**config.mk**
```make
export PLATFORM = sky130hd
export DESIGN_NAME = reg_write_port
export DESIGN_NICKNAME = d
export VERILOG_FILES = /design/src/rtl/cpu_bus_pkg.sv /design/src/rtl/sel_decoder5_32.sv /design/src/rtl/reg_write_port.sv
export SDC_FILE = /design/constraint.sdc
export NUM_CORES = 1
export LEC_CHECK = 0
export CORE_ASPECT_RATIO = 0.75
export CORE_MARGIN = 2
export CORE_UTILIZATION = 50
export DETAILED_ROUTE_END_ITERATION = 8
export GPL_TIMING_DRIVEN = 0
export PLACE_DENSITY = 0.79
export RECOVER_POWER = 50
export SLEW_MARGIN = 20
export SYNTH_ARGS = -nofsm -noshare
export SYNTH_HDL_FRONTEND = slang
export SYNTH_HIERARCHICAL = 1
export SYNTH_SLANG_ARGS = --single-unit
```
**constraint.sdc**
```tcl
create_clock -name clk -period 3.8 [get_ports clk]
set_input_delay 1.14 -clock clk [delete_from_list [all_inputs] [get_ports clk]]
set_output_delay 1.14 -clock clk [all_outputs]
set_load 0.005 [all_outputs]
```
**src/rtl/cpu_bus_pkg.sv**
```systemverilog
// Shared CPU register-bus constants and the write-queue entry type.
// Used by reg_write_port and its select decoder.
package cpu_bus_pkg;

    localparam int REG_COUNT  = 32;
    localparam int SEL_W      = 5;
    localparam int DEF_DATA_W = 32;

    typedef struct packed {
        logic [SEL_W-1:0]      sel;
        logic [DEF_DATA_W-1:0] data;
    } wr_entry_t;

endpackage

```
**src/rtl/sel_decoder5_32.sv**
```systemverilog
// 5-bit register index to 32-bit one-hot load enable, gated by i_en.
module sel_decoder5_32
    import cpu_bus_pkg::*;
(
    input  logic                 i_en,
    input  logic [SEL_W-1:0]     i_sel,
    output logic [REG_COUNT-1:0] o_onehot
);

    logic [REG_COUNT-1:0] w_one;

    assign w_one = {{(REG_COUNT-1){1'b0}}, 1'b1};

    // Shift a single set bit into position; all-zero when disabled
    always_comb begin
        o_onehot = {REG_COUNT{1'b0}};
        if (i_en) begin
            o_onehot = w_one << i_sel;
        end else begin
            o_onehot = {REG_COUNT{1'b0}};
        end
    end

endmodule

```
**src/rtl/reg_write_port.sv**
```systemverilog
// Register write port: queues (sel, data) requests and retires one per cycle as a
// one-hot load_en pulse. Optional macro REG_WRITE_R0_ZERO_EN suppresses writes to register 0.
module reg_write_port
    import cpu_bus_pkg::*;
#(
    parameter int DATA_W = DEF_DATA_W,
    parameter int DEPTH  = 2
) (
    input  logic                 clk,
    input  logic                 clr,
    input  logic                 wr_valid,
    output logic                 wr_ready,
    input  logic [SEL_W-1:0]     wr_sel,
    input  logic [DATA_W-1:0]    wr_data,
    input  logic                 hold,
    output logic [REG_COUNT-1:0] load_en,
    output logic [DATA_W-1:0]    load_data,
    output logic                 busy
);

    localparam int IDX_W = $clog2(DEPTH);
    localparam int CNT_W = IDX_W + 1;
    localparam logic [CNT_W-1:0] DEPTH_C = CNT_W'(DEPTH);

    logic [SEL_W-1:0]     r_sel_q  [DEPTH];
    logic [DATA_W-1:0]    r_data_q [DEPTH];
    logic [IDX_W-1:0]     r_wr_ptr;
    logic [IDX_W-1:0]     r_rd_ptr;
    logic [CNT_W-1:0]     r_count;
    logic [REG_COUNT-1:0] r_load_en;
    logic [DATA_W-1:0]    r_load_data;

    logic                 w_push;
    logic                 w_pop;
    logic                 w_dec_en;
    logic [SEL_W-1:0]     w_head_sel;
    logic [DATA_W-1:0]    w_head_data;
    logic [REG_COUNT-1:0] w_onehot;

    // Ready depends only on the registered count, so hold/wr_valid never reach it
    assign wr_ready    = (r_count < DEPTH_C);
    assign w_push      = wr_valid & wr_ready;
    assign w_pop       = (r_count != {CNT_W{1'b0}}) & ~hold;
    assign w_head_sel  = r_sel_q[r_rd_ptr];
    assign w_head_data = r_data_q[r_rd_ptr];

`ifdef REG_WRITE_R0_ZERO_EN
    assign w_dec_en = w_pop & (w_head_sel != {SEL_W{1'b0}});
`else
    assign w_dec_en = w_pop;
`endif

    sel_decoder5_32 u_dec (
        .i_en     (w_dec_en),
        .i_sel    (w_head_sel),
        .o_onehot (w_onehot)
    );

    // Queue storage; only written on an accepted request
    always_ff @(posedge clk) begin
        if (w_push) begin
            r_sel_q[r_wr_ptr]  <= wr_sel;
            r_data_q[r_wr_ptr] <= wr_data;
        end
    end

    // Pointers and occupancy count
    always_ff @(posedge clk or posedge clr) begin
        if (clr) begin
            r_wr_ptr <= {IDX_W{1'b0}};
            r_rd_ptr <= {IDX_W{1'b0}};
            r_count  <= {CNT_W{1'b0}};
        end else begin
            if (w_push) begin
                r_wr_ptr <= r_wr_ptr + IDX_W'(1);
            end
            if (w_pop) begin
                r_rd_ptr <= r_rd_ptr + IDX_W'(1);
            end
            case ({w_push, w_pop})
                2'b10:   r_count <= r_count + CNT_W'(1);
                2'b01:   r_count <= r_count - CNT_W'(1);
                default: r_count <= r_count;
            endcase
        end
    end

    // Registered load outputs: pulse on pop, data held between pops
    always_ff @(posedge clk or posedge clr) begin
        if (clr) begin
            r_load_en   <= {REG_COUNT{1'b0}};
            r_load_data <= {DATA_W{1'b0}};
        end else if (w_pop) begin
            r_load_en   <= w_onehot;
            r_load_data <= w_head_data;
        end else begin
            r_load_en   <= {REG_COUNT{1'b0}};
        end
    end

    assign load_en   = r_load_en;
    assign load_data = r_load_data;
    assign busy      = (r_count != {CNT_W{1'b0}}) | (r_load_en != {REG_COUNT{1'b0}});

endmodule

```
==> flow_metrics.py <==
metrics = {
    "critical_path": {
        "r2r_cells": 7,
        "cp-end-kind": "output pin",
        "cp_max_fo": 2,
        "cp-startpoint": "load_en[7]",
        "cp_data_required_time_ns": 2.66,
        "slowest_stage": "nor4_1",
        "critPathMaxStageDelay_ns": 0.48,
        "crit_end": "busy",
        "path_cells": "nor4_1 > nand4_1 > or3_1 > clkdlybuf4s50_1",
        "crit_type": "flip-flop to output pin",
        "rrSetupSlack_ns": 1.62,
        "regToRegStartpoint": "r_count[0]",
        "rr_endpoint": "r_count[1]",
        "cp-start-kind": "flip-flop",
        "arrival_ns": 2.30,
    },
    "timing": {
        "holdWs_ns": 0.479,
        "rsz0062_at_grt": "no",
        "timing.final.crit_share": 0.904,
        "slew_headroom": -0.0397,
        "setup_viol_count_final": 0,
        "skew_ns": 0.00787,
        "worstMarginPinSlew_ns": 1.55,
        "timing.fmax_ghz": 0.291,
        "slew_violations": 38,
        "hold_viol": 0,
        "min_period_ns": 3.44,
    },
    "finish": {
        "area_growth_pct": 35.0,
        "drive_above_1_share": 0.103,
        "nets": 533,
        "layout.cells.non_filler": 642,
    },
    "clocking": {
        "post_cts_resized": 0,
        "clock_latency_ns": 0.42,
        "clock_path_buffers": 2,
        "cts_num_sinks": 142,
        "cts_tree": "done",
        "cts.clk_slew.worst_paths_ns": 0.06,
        "cts_max_level": 4,
        "cts_hold_buffers": 0,
        "cts_buffers": 17,
        "clk_root_buffer_cell": "clkbuf_16",
        "postCtsSetupBuffers": 0,
    },
    "drt": {
        "dr.first_iter.drc_count": 217,
        "vias_per_cell": 5.06,
        "remaining_drc_errors": 0,
        "drt-total-wl_mm": 10.6,
        "drtPass1Iterations": 5,
        "antenna_left": 0,
        "post_drt_wl_per_cell_um": 16.5,
        "vias": 3250,
    },
    "pwr": {
        "peakVddDrop_mv": 0.555,
        "total_leakage_power_nw": 2.87,
        "fin_total_pwr_mw": 5.13,
        "pwr_density_cell_mw_per_mm2": 716,
    },
    "yosys": {
        "synth_edf_count": 74,
        "yosysTopAreaCellShare": 0.418,
        "ys_seq_area_frac": 0.739,
        "synth_seq_cells": 142,
        "async_flop_share": 0.479,
        "avgSynthCellArea_um2": 14.6,
        "synth_commonest_cells": "74 x edfxtp_1, 68 x dfrtp_1, 35 x nand2_1, 35 x nor2_1",
        "syn-cell-area_mm2": 0.00531,
        "synth_warnings": 6,
        "yosys.area.top_type": "edfxtp_1",
        "syn_inst": 363,
        "synth_fp_nets": 405,
        "ys_types": 27,
        "synth_area_leaders": "edfxtp_1 42%, dfrtp_1 32%, mux2i_1 6.0%",
        "yosys.cell_count.top_type": "edfxtp_1",
        "ys.flop_type": "edfxtp_1",
    },
    "global_route": {
        "grt_antenna_before_repair": 2,
        "grt_use_total": 0.203,
        "grt.overflow.total": 0,
        "grt_pass1_wl_mm": 16.8,
        "grt_max_degree": 38,
        "grt_pass1_vias": 3390,
    },
    "worst_hold_path": {
        "hp-class": "flip-flop to flip-flop",
    },
    "status": {
        "violations": "max-capacitance violations, max-slew violations",
        "status": "complete, but fails checks",
    },
    "die": {
        "pin_count": 107,
        "start_util": 0.514,
        "fp.dieH_um": 93.2,
        "core_mm2": 0.0103,
        "num_rows": 32,
        "die-width_um": 123,
        "die-area_mm2": 0.0115,
    },
    "place": {
        "place.gp.congestion": 0.817,
        "hpwl_mm": 7.15,
        "port_buffers": 106,
        "dpl.cell_count": 608,
    },
    "job": {
        "max-cap-violations": 1,
    },
}
[registers in the layout, indices dropped and copies added (netlist names)]
register and cells:
r_wr_ptr 1, r_sel_q 10, r_data_q 64, r_count 2, load_en 32, load_data 32, r_rd_ptr 1
[worst max-delay path: cells and delay by family, from the launching register on]
family | cells | cell delay (ns)
buf+inv | 1 | 0.45
flops | 1 | 0.39
simple gates | 3 | 1.05
[how the worst min path moves through the flow]
| stage | startpoint | to | slack, ns | cells after the start |
|---|---|---|---|---|
| after detailed placement | load_data[4] | load_data[4] | 0.47 | 2 |
| after global routing | load_data[25] | load_data[25] | 0.52 | 2 |
| final | load_data[4] | load_data[4] | 0.48 | 2 |
| after floorplan | r_wr_ptr | r_wr_ptr | 0.46 | 1 |
| after global placement | load_data[18] | load_data[18] | 0.47 | 2 |
| after CTS | load_data[4] | load_data[4] | 0.48 | 2 |
[layer usage]
layer,up-vias,routed length [um],track usage,part of all wire
li1,1540,-,-,-
met5,-,0,0,0
met4,0,153,0.0767,0.014
met2,93,5190,0.326,0.49
met1,1606,4670,0.253,0.44
met3,11,568,0.0738,0.054
[cells by family after synthesis]
group	count (synthesis)	share of synthesized area
compound gates	33	0.0323
simple gates	125	0.120
mux	37	0.0709
buf+inv	20	0.0276
xor+xnor	5	0.00825
fa+ha+maj	1	0.00236
flops	142	0.739
[cells in the final DEF (no fill, tap or decap), drive strengths merged, types with 3 or more instances in the layout]
cell	n
o21ai	32
clkbuf	29
inv	4
nand4b	3
and2	32
nand4bb	3
clkdlybuf4s50	66
xnor2	5
dlygate4sd3	40
nor4	8
mux2i	32
mux2	5
nand2	35
clkinv	5
dfrtp	68
edfxtp	74
clkinvlp	6
nor2	35
buf	9
[final cells by class]
cell class	instances	area [um^2]
Tap cell	136	170
Fill cell	727	3160
Buffer	17	106
Antenna cell	2	5.00
Clock inverter	14	143
Sequential cell	142	3920
Inverter	3	15.0
Timing Repair Buffer	109	1120
Clock buffer	18	439
Multi-Input combinational cell	201	1240
[stage by stage]
stage / util / area [um^2] / setup TNS [ns] / worst slack, ns
after global placement: 0.633 / 6540 / -41.62 / -0.878
after global routing: 0.694 / 7170 / 0 / 0.221
after detailed placement: 0.642 / 6630 / 0 / 0.803
after CTS: 0.698 / 7210 / 0 / 0.370
after floorplan: - / 5310 / 0 / 0.566
final: 0.694 / 7170 / 0 / 0.363
[power by group]
| part | leakage [nW] | internal [mW] | switching, mW |
|---|---|---|---|
| Clock | 0.272 | 0.980 | 0.626 |
| Combinational | 1.03 | 0.703 | 0.671 |
| Sequential | 1.56 | 1.99 | 0.165 |
Note: power is estimated with default switching activity, not from simulation.
